**src/rtl/ps2_scancode_decoder.sv**
```systemverilog
// ps2_scancode_decoder
//   Pops bytes from the PS/2 receiver FIFO one at a time and interprets
//   scan-code set 2 make / break / E0-extended sequences. Tracks the held
//   key, converts it to lowercase ASCII, counts distinct presses and keeps
//   a sticky copy of the receiver overflow flag.
//
// Ports
//   clk          system clock, rising edge
//   clrn         asynchronous active-low reset
//   data         oldest receiver FIFO byte, valid while ready=1
//   ready        receiver FIFO non-empty
//   overflow     receiver FIFO overflow indicator
//   nextdata_n   registered active-low pop strobe (one cycle per byte)
//   key_code     scan code of the last make event
//   key_ext      last make event was E0-prefixed
//   key_down     key_code is currently held
//   ascii        ASCII of key_code, 0x00 when unmapped or extended
//   press_count  count of new make events, wraps silently
//   make_pulse   one-cycle strobe per new make event
//   ovf_seen     sticky overflow flag, cleared only by reset
//
// State    | meaning
// ---------+---------------------------------------------------------
// S_IDLE   | waiting for ready; captures data and requests a pop
// S_POP    | nextdata_n low; byte_r decoded, outputs update at end
// S_WAIT   | receiver advances its read pointer; inputs ignored

module ps2_scancode_decoder #(
  parameter int CNT_W = 8
) (
  input  logic             clk,
  input  logic             clrn,
  input  logic [7:0]       data,
  input  logic             ready,
  input  logic             overflow,
  output logic             nextdata_n,
  output logic [7:0]       key_code,
  output logic             key_ext,
  output logic             key_down,
  output logic [7:0]       ascii,
  output logic [CNT_W-1:0] press_count,
  output logic             make_pulse,
  output logic             ovf_seen
);

  typedef enum logic [1:0] {
    S_IDLE = 2'd0,
    S_POP  = 2'd1,
    S_WAIT = 2'd2
  } state_t;

  state_t state, state_nxt;

  logic [7:0]       byte_r, byte_nxt;
  logic             ext_pend, ext_nxt;
  logic             brk_pend, brk_nxt;
  logic [7:0]       code_nxt;
  logic             kext_nxt;
  logic             down_nxt;
  logic [7:0]       ascii_nxt;
  logic [CNT_W-1:0] cnt_nxt;
  logic             pulse_nxt;
  logic             ndn_nxt;
  logic             same_key;

  function automatic logic [7:0] ps2_to_ascii(input logic [7:0] sc);
    logic [7:0] ch;
    case (sc)
      8'h1C: ch = 8'h61; // a
      8'h32: ch = 8'h62;
      8'h21: ch = 8'h63;
      8'h23: ch = 8'h64;
      8'h24: ch = 8'h65;
      8'h2B: ch = 8'h66;
      8'h34: ch = 8'h67;
      8'h33: ch = 8'h68;
      8'h43: ch = 8'h69;
      8'h3B: ch = 8'h6A;
      8'h42: ch = 8'h6B;
      8'h4B: ch = 8'h6C;
      8'h3A: ch = 8'h6D;
      8'h31: ch = 8'h6E;
      8'h44: ch = 8'h6F;
      8'h4D: ch = 8'h70;
      8'h15: ch = 8'h71;
      8'h2D: ch = 8'h72;
      8'h1B: ch = 8'h73;
      8'h2C: ch = 8'h74;
      8'h3C: ch = 8'h75;
      8'h2A: ch = 8'h76;
      8'h1D: ch = 8'h77;
      8'h22: ch = 8'h78;
      8'h35: ch = 8'h79;
      8'h1A: ch = 8'h7A; // z
      8'h45: ch = 8'h30; // 0
      8'h16: ch = 8'h31;
      8'h1E: ch = 8'h32;
      8'h26: ch = 8'h33;
      8'h25: ch = 8'h34;
      8'h2E: ch = 8'h35;
      8'h36: ch = 8'h36;
      8'h3D: ch = 8'h37;
      8'h3E: ch = 8'h38;
      8'h46: ch = 8'h39; // 9
      8'h29: ch = 8'h20; // space
      8'h5A: ch = 8'h0D; // enter
      default: ch = 8'h00;
    endcase
    return ch;
  endfunction

  // State register
  always_ff @(posedge clk or negedge clrn) begin
    if (!clrn) state <= S_IDLE;
    else       state <= state_nxt;
  end

  // Next-state logic
  always_comb begin
    state_nxt = state;
    case (state)
      S_IDLE:  if (ready) state_nxt = S_POP;
      S_POP:   state_nxt = S_WAIT;
      S_WAIT:  state_nxt = S_IDLE;
      default: state_nxt = S_IDLE;
    endcase
  end

  // Same physical key as the one held: used for both typematic repeats
  // and matching breaks.
  assign same_key = key_down && (byte_r == key_code) && (ext_pend == key_ext);

  // Output / datapath next-value logic
  always_comb begin
    byte_nxt  = byte_r;
    ext_nxt   = ext_pend;
    brk_nxt   = brk_pend;
    code_nxt  = key_code;
    kext_nxt  = key_ext;
    down_nxt  = key_down;
    ascii_nxt = ascii;
    cnt_nxt   = press_count;
    pulse_nxt = 1'b0;
    ndn_nxt   = 1'b1;
    case (state)
      S_IDLE: begin
        if (ready) begin
          byte_nxt = data;
          ndn_nxt  = 1'b0;
        end
      end
      S_POP: begin
        if (byte_r == 8'hE0) begin
          ext_nxt = 1'b1;
        end else if (byte_r == 8'hF0) begin
          brk_nxt = 1'b1;
        end else if (byte_r == 8'h00 || byte_r == 8'hFF) begin
          // receiver error codes abandon any partial sequence
          ext_nxt = 1'b0;
          brk_nxt = 1'b0;
        end else begin
          ext_nxt = 1'b0;
          brk_nxt = 1'b0;
          if (brk_pend) begin
            if (same_key) down_nxt = 1'b0;
          end else if (!same_key) begin
            code_nxt  = byte_r;
            kext_nxt  = ext_pend;
            ascii_nxt = ext_pend ? 8'h00 : ps2_to_ascii(byte_r);
            down_nxt  = 1'b1;
            cnt_nxt   = press_count + CNT_W'(1);
            pulse_nxt = 1'b1;
          end
        end
      end
      default: ;
    endcase
  end

  // Output and datapath registers
  always_ff @(posedge clk or negedge clrn) begin
    if (!clrn) begin
      nextdata_n  <= 1'b1;
      byte_r      <= 8'h00;
      ext_pend    <= 1'b0;
      brk_pend    <= 1'b0;
      key_code    <= 8'h00;
      key_ext     <= 1'b0;
      key_down    <= 1'b0;
      ascii       <= 8'h00;
      press_count <= '0;
      make_pulse  <= 1'b0;
      ovf_seen    <= 1'b0;
    end else begin
      nextdata_n  <= ndn_nxt;
      byte_r      <= byte_nxt;
      ext_pend    <= ext_nxt;
      brk_pend    <= brk_nxt;
      key_code    <= code_nxt;
      key_ext     <= kext_nxt;
      key_down    <= down_nxt;
      ascii       <= ascii_nxt;
      press_count <= cnt_nxt;
      make_pulse  <= pulse_nxt;
      ovf_seen    <= ovf_seen | overflow;
    end
  end

endmodule

```
**config.mk**
```make
export PLATFORM = sky130hd
export DESIGN_NAME = ps2_scancode_decoder
export DESIGN_NICKNAME = d
export VERILOG_FILES = /design/src/rtl/ps2_scancode_decoder.sv
export SDC_FILE = /design/constraint.sdc
export NUM_CORES = 1
export LEC_CHECK = 0
export CAP_MARGIN = 5
export CORE_ASPECT_RATIO = 1.1
export CORE_UTILIZATION = 45
export CTS_BUF_LIST = sky130_fd_sc_hd__clkbuf_16
export DETAILED_ROUTE_END_ITERATION = 6
export MAX_ROUTING_LAYER = met4
export PLACE_DENSITY = 0.68
export SLEW_MARGIN = 10
export SYNTH_ARGS = -nofsm -noshare
export SYNTH_HDL_FRONTEND = slang
export SYNTH_SLANG_ARGS = --single-unit
```
**constraint.sdc**
```tcl
create_clock -name clk -period 3.9 [get_ports clk]
set_clock_uncertainty 0.2 [all_clocks]
set_input_delay 1.17 -clock clk [delete_from_list [all_inputs] [get_ports clk]]
set_output_delay 1.17 -clock clk [all_outputs]
set_load 0.01 [all_outputs]
```
==> flow_metrics.env, run 1 <==
export IMPL_status="finished clean"
export IMPL_min_from="ovf_seen"
export IMPL_timing_final_crit_period_ps=2690
export IMPL_syn2layout_area_growth_pct=19.7
export IMPL_grt_usage_pct=20.6
export IMPL_yosysSeqAreaShare_pct=37.1
export IMPL_synth_net_count=292
export IMPL_synthCells=271
export IMPL_cp_arrival_ps=2660
export IMPL_critical_path_peak_fanout=14
export IMPL_grt_pass1_vias=1921
export IMPL_ir_drop_v=0.000397
export IMPL_diodes=0
export IMPL_drt_initial_drc_count=121
export IMPL_drt_vias_per_instance=5.55
export IMPL_cp_startpoint="byte_r[1]"
export IMPL_clock_power_share_pct=21.1
export IMPL_routabilityCongestion=0.910
export IMPL_synth_async_reset_ratio_pct=100
export IMPL_synth_area_leaders="dfrtp_1 (36%), mux2_4 (6.7%), ha_1 (4.2%)"
export IMPL_p_int_uw=1390
export IMPL_vias=2082
export IMPL_worst_slew_pin_transition_ps=941
export IMPL_relSlewSlack_pct=37.2
export IMPL_path_clk_slew_ps=60
export IMPL_sw_frac_of_total_pct=38.1
export IMPL_worstRegToRegCells=7
export IMPL_synth_cell_type_count=58
export IMPL_max_freq_ghz=0.371
export IMPL_reg2reg_slack_ps=1210
export IMPL_p_seq_share_pct=34.6
export IMPL_syn_area_mm2=0.00270
export IMPL_wl_per_cell_um=15.2
export IMPL_dpl_cell_area_mm2=0.00306
export IMPL_clk_latency_ps=280
export IMPL_cts_tree="built"
export IMPL_htreeDepth=2
export IMPL_holdPathEnd="ovf_seen"
export IMPL_hpwl_um=4100
export IMPL_netlist_area_leader_share_pct=36.2
export IMPL_r2r_end="ascii[6]"
export IMPL_whs_path_depth=1
export IMPL_die_w_um=75.8
export IMPL_ctsResizeCount=0
export IMPL_hold_viol_final=0
export IMPL_rsz0062_at_grt="false"
export IMPL_combPwrFrac_pct=44.3
export IMPL_hold_class="flip-flop to flip-flop"
export IMPL_antenna_found_initial=0
export IMPL_port_buffers=39
export IMPL_synthFlopType="dfrtp_1"
export IMPL_cts_setup_buffers=0
export IMPL_clockBufferDepth=2
export IMPL_cts_root_buf="clkbuf_16"
export IMPL_synth_enable_flop_cells=0
export IMPL_setup_viol=0
export IMPL_layout_nets=318
export IMPL_synth_area_leader_cell="dfrtp_1"
export IMPL_cp_required_ps=3870
export IMPL_fin_crit_sh_pct=69.0
export IMPL_die_h_um=83.2
export IMPL_slew_violations=0
export IMPL_final_core_util_pct=56.0
export IMPL_dieArea_mm2=0.00631
export IMPL_grt_pass1_wl_um=9680
export IMPL_dr_pass1_iters=4
export IMPL_ant_nets=0
export IMPL_crit_path_start_kind="flip-flop"
export IMPL_rows=29
export IMPL_design_area_mm2=0.00323
export IMPL_core_mm2=0.00577
export IMPL_initial_utilization_pct=46.8
export IMPL_p_sw_uw=858
export IMPL_drc=0
export IMPL_syn_avg_cell_area_um2=9.96
export IMPL_ys_ff_latch=40
export IMPL_worst_setup_path_type="flip-flop to flip-flop"
export IMPL_synth_warnings=0
export IMPL_wirelength_um=5710
export IMPL_hold_buffers=0
export IMPL_tns_ps=0
export IMPL_end_kind="flip-flop"
export IMPL_io_pins=41
export IMPL_power_leakage_uw=0.00135
export IMPL_layout_drive_gt1_share_pct=14.1
export IMPL_timing_max_cap_violations=0
export IMPL_r2r_start="byte_r[1]"
export IMPL_clock_sinks=40
export IMPL_cts_made_buffers=5
export IMPL_grt_overflow_total=0
export IMPL_grt_max_degree=41
export IMPL_total_power_uw=2250
export IMPL_cellPowerDensity_mw_per_mm2=696
## cell families (layout without fill, tap and decap cells)
group | after synthesis | in the layout | synth area share, %
and+or+nand+nor | 97 | 97 | 21.9
muxes | 25 | 25 | 11.9
xor gates and xnor gates | 16 | 16 | 5.19
DFF | 40 | 40 | 37.1
AOI/OAI and AO/OA | 50 | 50 | 13.0
buffers and inverters | 33 | 60 | 6.58
other | 1 | 1 | 0.139
adders and majority gates | 9 | 9 | 4.17
## synth_stat cells, types with 2 or more instances
library cell and n:
mux2_4 12, o31ai_1 4, buf_4 3, mux2i_1 4
nand2_1 18, ha_1 9, and4b_1 2, nand4_1 5
nand4b_1 2, nor3_1 4, a221oi_1 2, nor2_1 21
and3_1 3, o211ai_1 3, nand3_1 9, xnor2_1 8
a21oi_1 10, buf_2 10, nand2b_1 9, mux2_2 9
dfrtp_1 39, clkbuf_1 5, or3_1 2, a211oi_1 3
buf_6 4, o22ai_1 2, o21ai_0 11, nor3b_1 3
nor2b_1 6, inv_1 11, nor4_4 2, xor2_1 8
a31oi_1 3
## power groups by stage
stage / clock [uW] / combinational [uW] / sequential, uW
finish: 475 / 996 / 779
global route: 503 / 1100 / 806
CTS: 481 / 1000 / 776
detailed placement: 0 / 1000 / 784
global placement: 0 / 987 / 781
floorplan: 0 / 712 / 717
## state kept, by name, summed over array words and instances, names as in the netlist, 2 cells and up
| register | cells |
|---|---|
| state | 2 |
| press_count | 8 |
| ascii | 7 |
| byte_r | 8 |
| key_code | 8 |
## per-layer routing
metal / track usage, % / vias up / wire length [um]
li1: - / 1016 / -
met1: 30.1 / 998 / 2670
met2: 28.1 / 59 / 2680
met3: 3.88 / 9 / 244
met4: 7.24 / 0 / 118
met5: - / - / 0
## layout make-up
cell class	count	area [um^2]
Fill cell	507	2540
Multi-Input combinational cell	198	1520
Sequential cell	40	1000
Timing Repair Buffer	41	400
Clock buffer	5	125
Tap cell	77	96.3
Clock inverter	3	46.3
Inverter	11	41.3
## critical path, stage by stage, from the launching register on
cell and delay [ps]:
dfrtp_1 600, inv_1 200, ha_1 290, nor3b_1 170, o21a_1 200, nor2_4 420, nand2_8 160, mux2_4 330
## cell usage in the layout, fill, tap and decap left out, types with 4 or more instances in the layout
master	Yosys	final
dfrtp_1	39	39
clkdlybuf4s50_1	0	38
nor2_1	21	21
nand2_1	18	18
mux2_4	12	12
inv_1	11	11
o21ai_0	11	11
a21oi_1	10	10
nand2b_1	9	9
nand3_1	9	9
mux2_2	9	9
ha_1	9	9
xor2_1	8	8
xnor2_1	8	8
nor2b_1	6	6
nand4_1	5	5
clkbuf_16	0	5
nor3_1	4	4
o31ai_1	4	4
mux2i_1	4	4
## worst max-delay path by stage
stage	slack, ps	endpoint
2_1_floorplan	1580	byte_r[0]
3_3_place_gp	1230	byte_r[4]
3_5_place_dp	1210	byte_r[7]
4_1_cts	1200	nextdata_n
5_1_grt	1000	ascii[0]
6_report	1210	ascii[6]
## metrics by stage
stage / instances / setup slack, ps / hold slack (ps)
floorplan: 271 / 1580 / 253
global placement: 367 / 1230 / 247
detailed placement: 367 / 1210 / 262
CTS: 375 / 1200 / 276
global route: 375 / 997 / 295
finish: 375 / 1210 / 270
No activity file was read; power rests on OpenSTA's default activity.
==> run 2: changes to the inputs <==
==> constraint.sdc (replaced) <==
create_clock -name clk -period 2.7 [get_ports clk]
set_clock_uncertainty 0.2 [all_clocks]
set_input_delay 0.81 -clock clk [delete_from_list [all_inputs] [get_ports clk]]
set_output_delay 0.81 -clock clk [all_outputs]
set_load 0.01 [all_outputs]
==> flow_metrics.env, run 2 (same netlist as run 1, synthesis figures left out) <==
export IMPL_cp_arrival_ps=2360
export IMPL_power_leakage_uw=0.00141
export IMPL_routabilityCongestion=0.917
export IMPL_tns_ps=0
export IMPL_cts_root_buf="clkbuf_16"
export IMPL_critical_path_peak_fanout=10
export IMPL_core_mm2=0.00577
export IMPL_ant_nets=0
export IMPL_holdPathEnd="ovf_seen"
export IMPL_hold_viol_final=0
export IMPL_grt_pass1_wl_um=9700
export IMPL_htreeDepth=2
export IMPL_die_h_um=83.2
export IMPL_cp_required_ps=2660
export IMPL_final_cell_mix="dfrtp_1 (39), clkdlybuf4s50_1 (38), nor2_1 (21)"
export IMPL_drt_initial_drc_count=82
export IMPL_clockBufferDepth=2
export IMPL_r2r_end="key_code[6]"
export IMPL_r2r_start="byte_r[1]"
export IMPL_clock_sinks=40
export IMPL_drt_vias_per_instance=5.42
export IMPL_timing_max_cap_violations=0
export IMPL_hold_class="flip-flop to flip-flop"
export IMPL_io_pins=41
export IMPL_initial_utilization_pct=46.8
export IMPL_wl_per_cell_um=15.1
export IMPL_max_freq_ghz=0.417
export IMPL_grt_pass1_vias=1948
export IMPL_vias=2098
export IMPL_fin_crit_sh_pct=88.8
export IMPL_port_buffers=39
export IMPL_layout_commonest_cell="dfrtp_1"
export IMPL_slew_violations=0
export IMPL_reg_top3="byte_r: 8 flops, key_code: 8 flops, press_count: 8 flops"
export IMPL_status="finished clean"
export IMPL_cellPowerDensity_mw_per_mm2=990
export IMPL_syn2layout_area_growth_pct=23.4
export IMPL_path_clk_slew_ps=60
export IMPL_crit_path_start_kind="flip-flop"
export IMPL_rows=29
export IMPL_clk_latency_ps=280
export IMPL_ir_drop_v=0.000492
export IMPL_fillers=490
export IMPL_grt_overflow_total=0
export IMPL_antenna_found_initial=0
export IMPL_cts_tree="built"
export IMPL_worst_setup_path_type="flip-flop to flip-flop"
export IMPL_min_from="ovf_seen"
export IMPL_ctsResizeCount=0
export IMPL_whs_path_depth=1
export IMPL_wirelength_um=5850
export IMPL_diodes=0
export IMPL_layout_drive_gt1_share_pct=17.1
export IMPL_seq_area_mm2=0.00100
export IMPL_reg2reg_slack_ps=300
export IMPL_dpl_cell_area_mm2=0.00316
export IMPL_grt_usage_pct=20.7
export IMPL_design_area_mm2=0.00333
export IMPL_hpwl_um=4350
export IMPL_layout_nets=330
export IMPL_dr_pass1_iters=4
export IMPL_setup_viol=0
export IMPL_hold_buffers=0
export IMPL_cts_setup_buffers=0
export IMPL_dieArea_mm2=0.00631
export IMPL_multi_input_area_mm2=0.00152
export IMPL_grt_max_degree=41
export IMPL_timing_final_crit_period_ps=2400
export IMPL_rsz0062_at_grt="false"
export IMPL_cts_made_buffers=5
export IMPL_end_kind="flip-flop"
export IMPL_die_w_um=75.8
export IMPL_worstRegToRegCells=7
export IMPL_drc=0
run 2: cell types whose count changed in the layout (fill, tap and decap cells not counted), sizes merged:
cell | previous run | this run
inv | 12 | 11
clkinv | 0 | 2
buf | 3 | 15
clkinvlp | 1 | 0
run 2: final cells by class:
class	instances	share of cell area (%)
multi-input cells	198	45.6
flip-flops and latches	40	30.1
repair buffers	53	15.1
clock buffers	5	3.76
well taps	77	2.89
clock inverters	3	1.28
inverters	11	1.24
run 2: per-stage QoR:
step	hold slack [ps]	cells	util, %	power, uW	worst slack [ps]
after floorplan	253	271	-	2070	471
after global placement	248	379	54.8	2620	374
after detailed placement	252	379	54.8	2630	320
after CTS	265	387	57.7	3320	305
after global routing	298	387	57.7	3510	151
final	261	387	57.7	3300	303
run 2: how the worst max path moves through the flow:
stage | to | cells after the start | startpoint | slack (ps)
2_1_floorplan | ascii[1] | 9 | byte_r[1] | 470
3_3_place_gp | byte_r[4] | 4 | ready | 370
3_5_place_dp | key_code[6] | 7 | byte_r[1] | 320
4_1_cts | key_code[6] | 7 | byte_r[1] | 300
5_1_grt | key_code[0] | 7 | byte_r[1] | 150
6_report | key_code[6] | 7 | byte_r[1] | 300
run 2: per-layer routing:
metal,global-route usage (%),share of wire [%],up-vias
met5,-,0,-
met4,7.07,1.4,0
met3,3.52,4.2,9
met2,31.1,48,55
met1,27.9,46,994
li1,-,-,1040
run 2: critical path: stages, from the launching register on:
cell and delay [ps]:
dfrtp_1 490, inv_1 150, ha_1 290, nor3b_1 180
o21a_1 160, nor2_4 250, buf_4 240, mux2_4 310
run 2: where the power goes:
group | total, uW | internal [uW] | switching [uW]
sequential | 1020 | 801 | 224
combinational | 1610 | 825 | 782
clock | 666 | 434 | 232
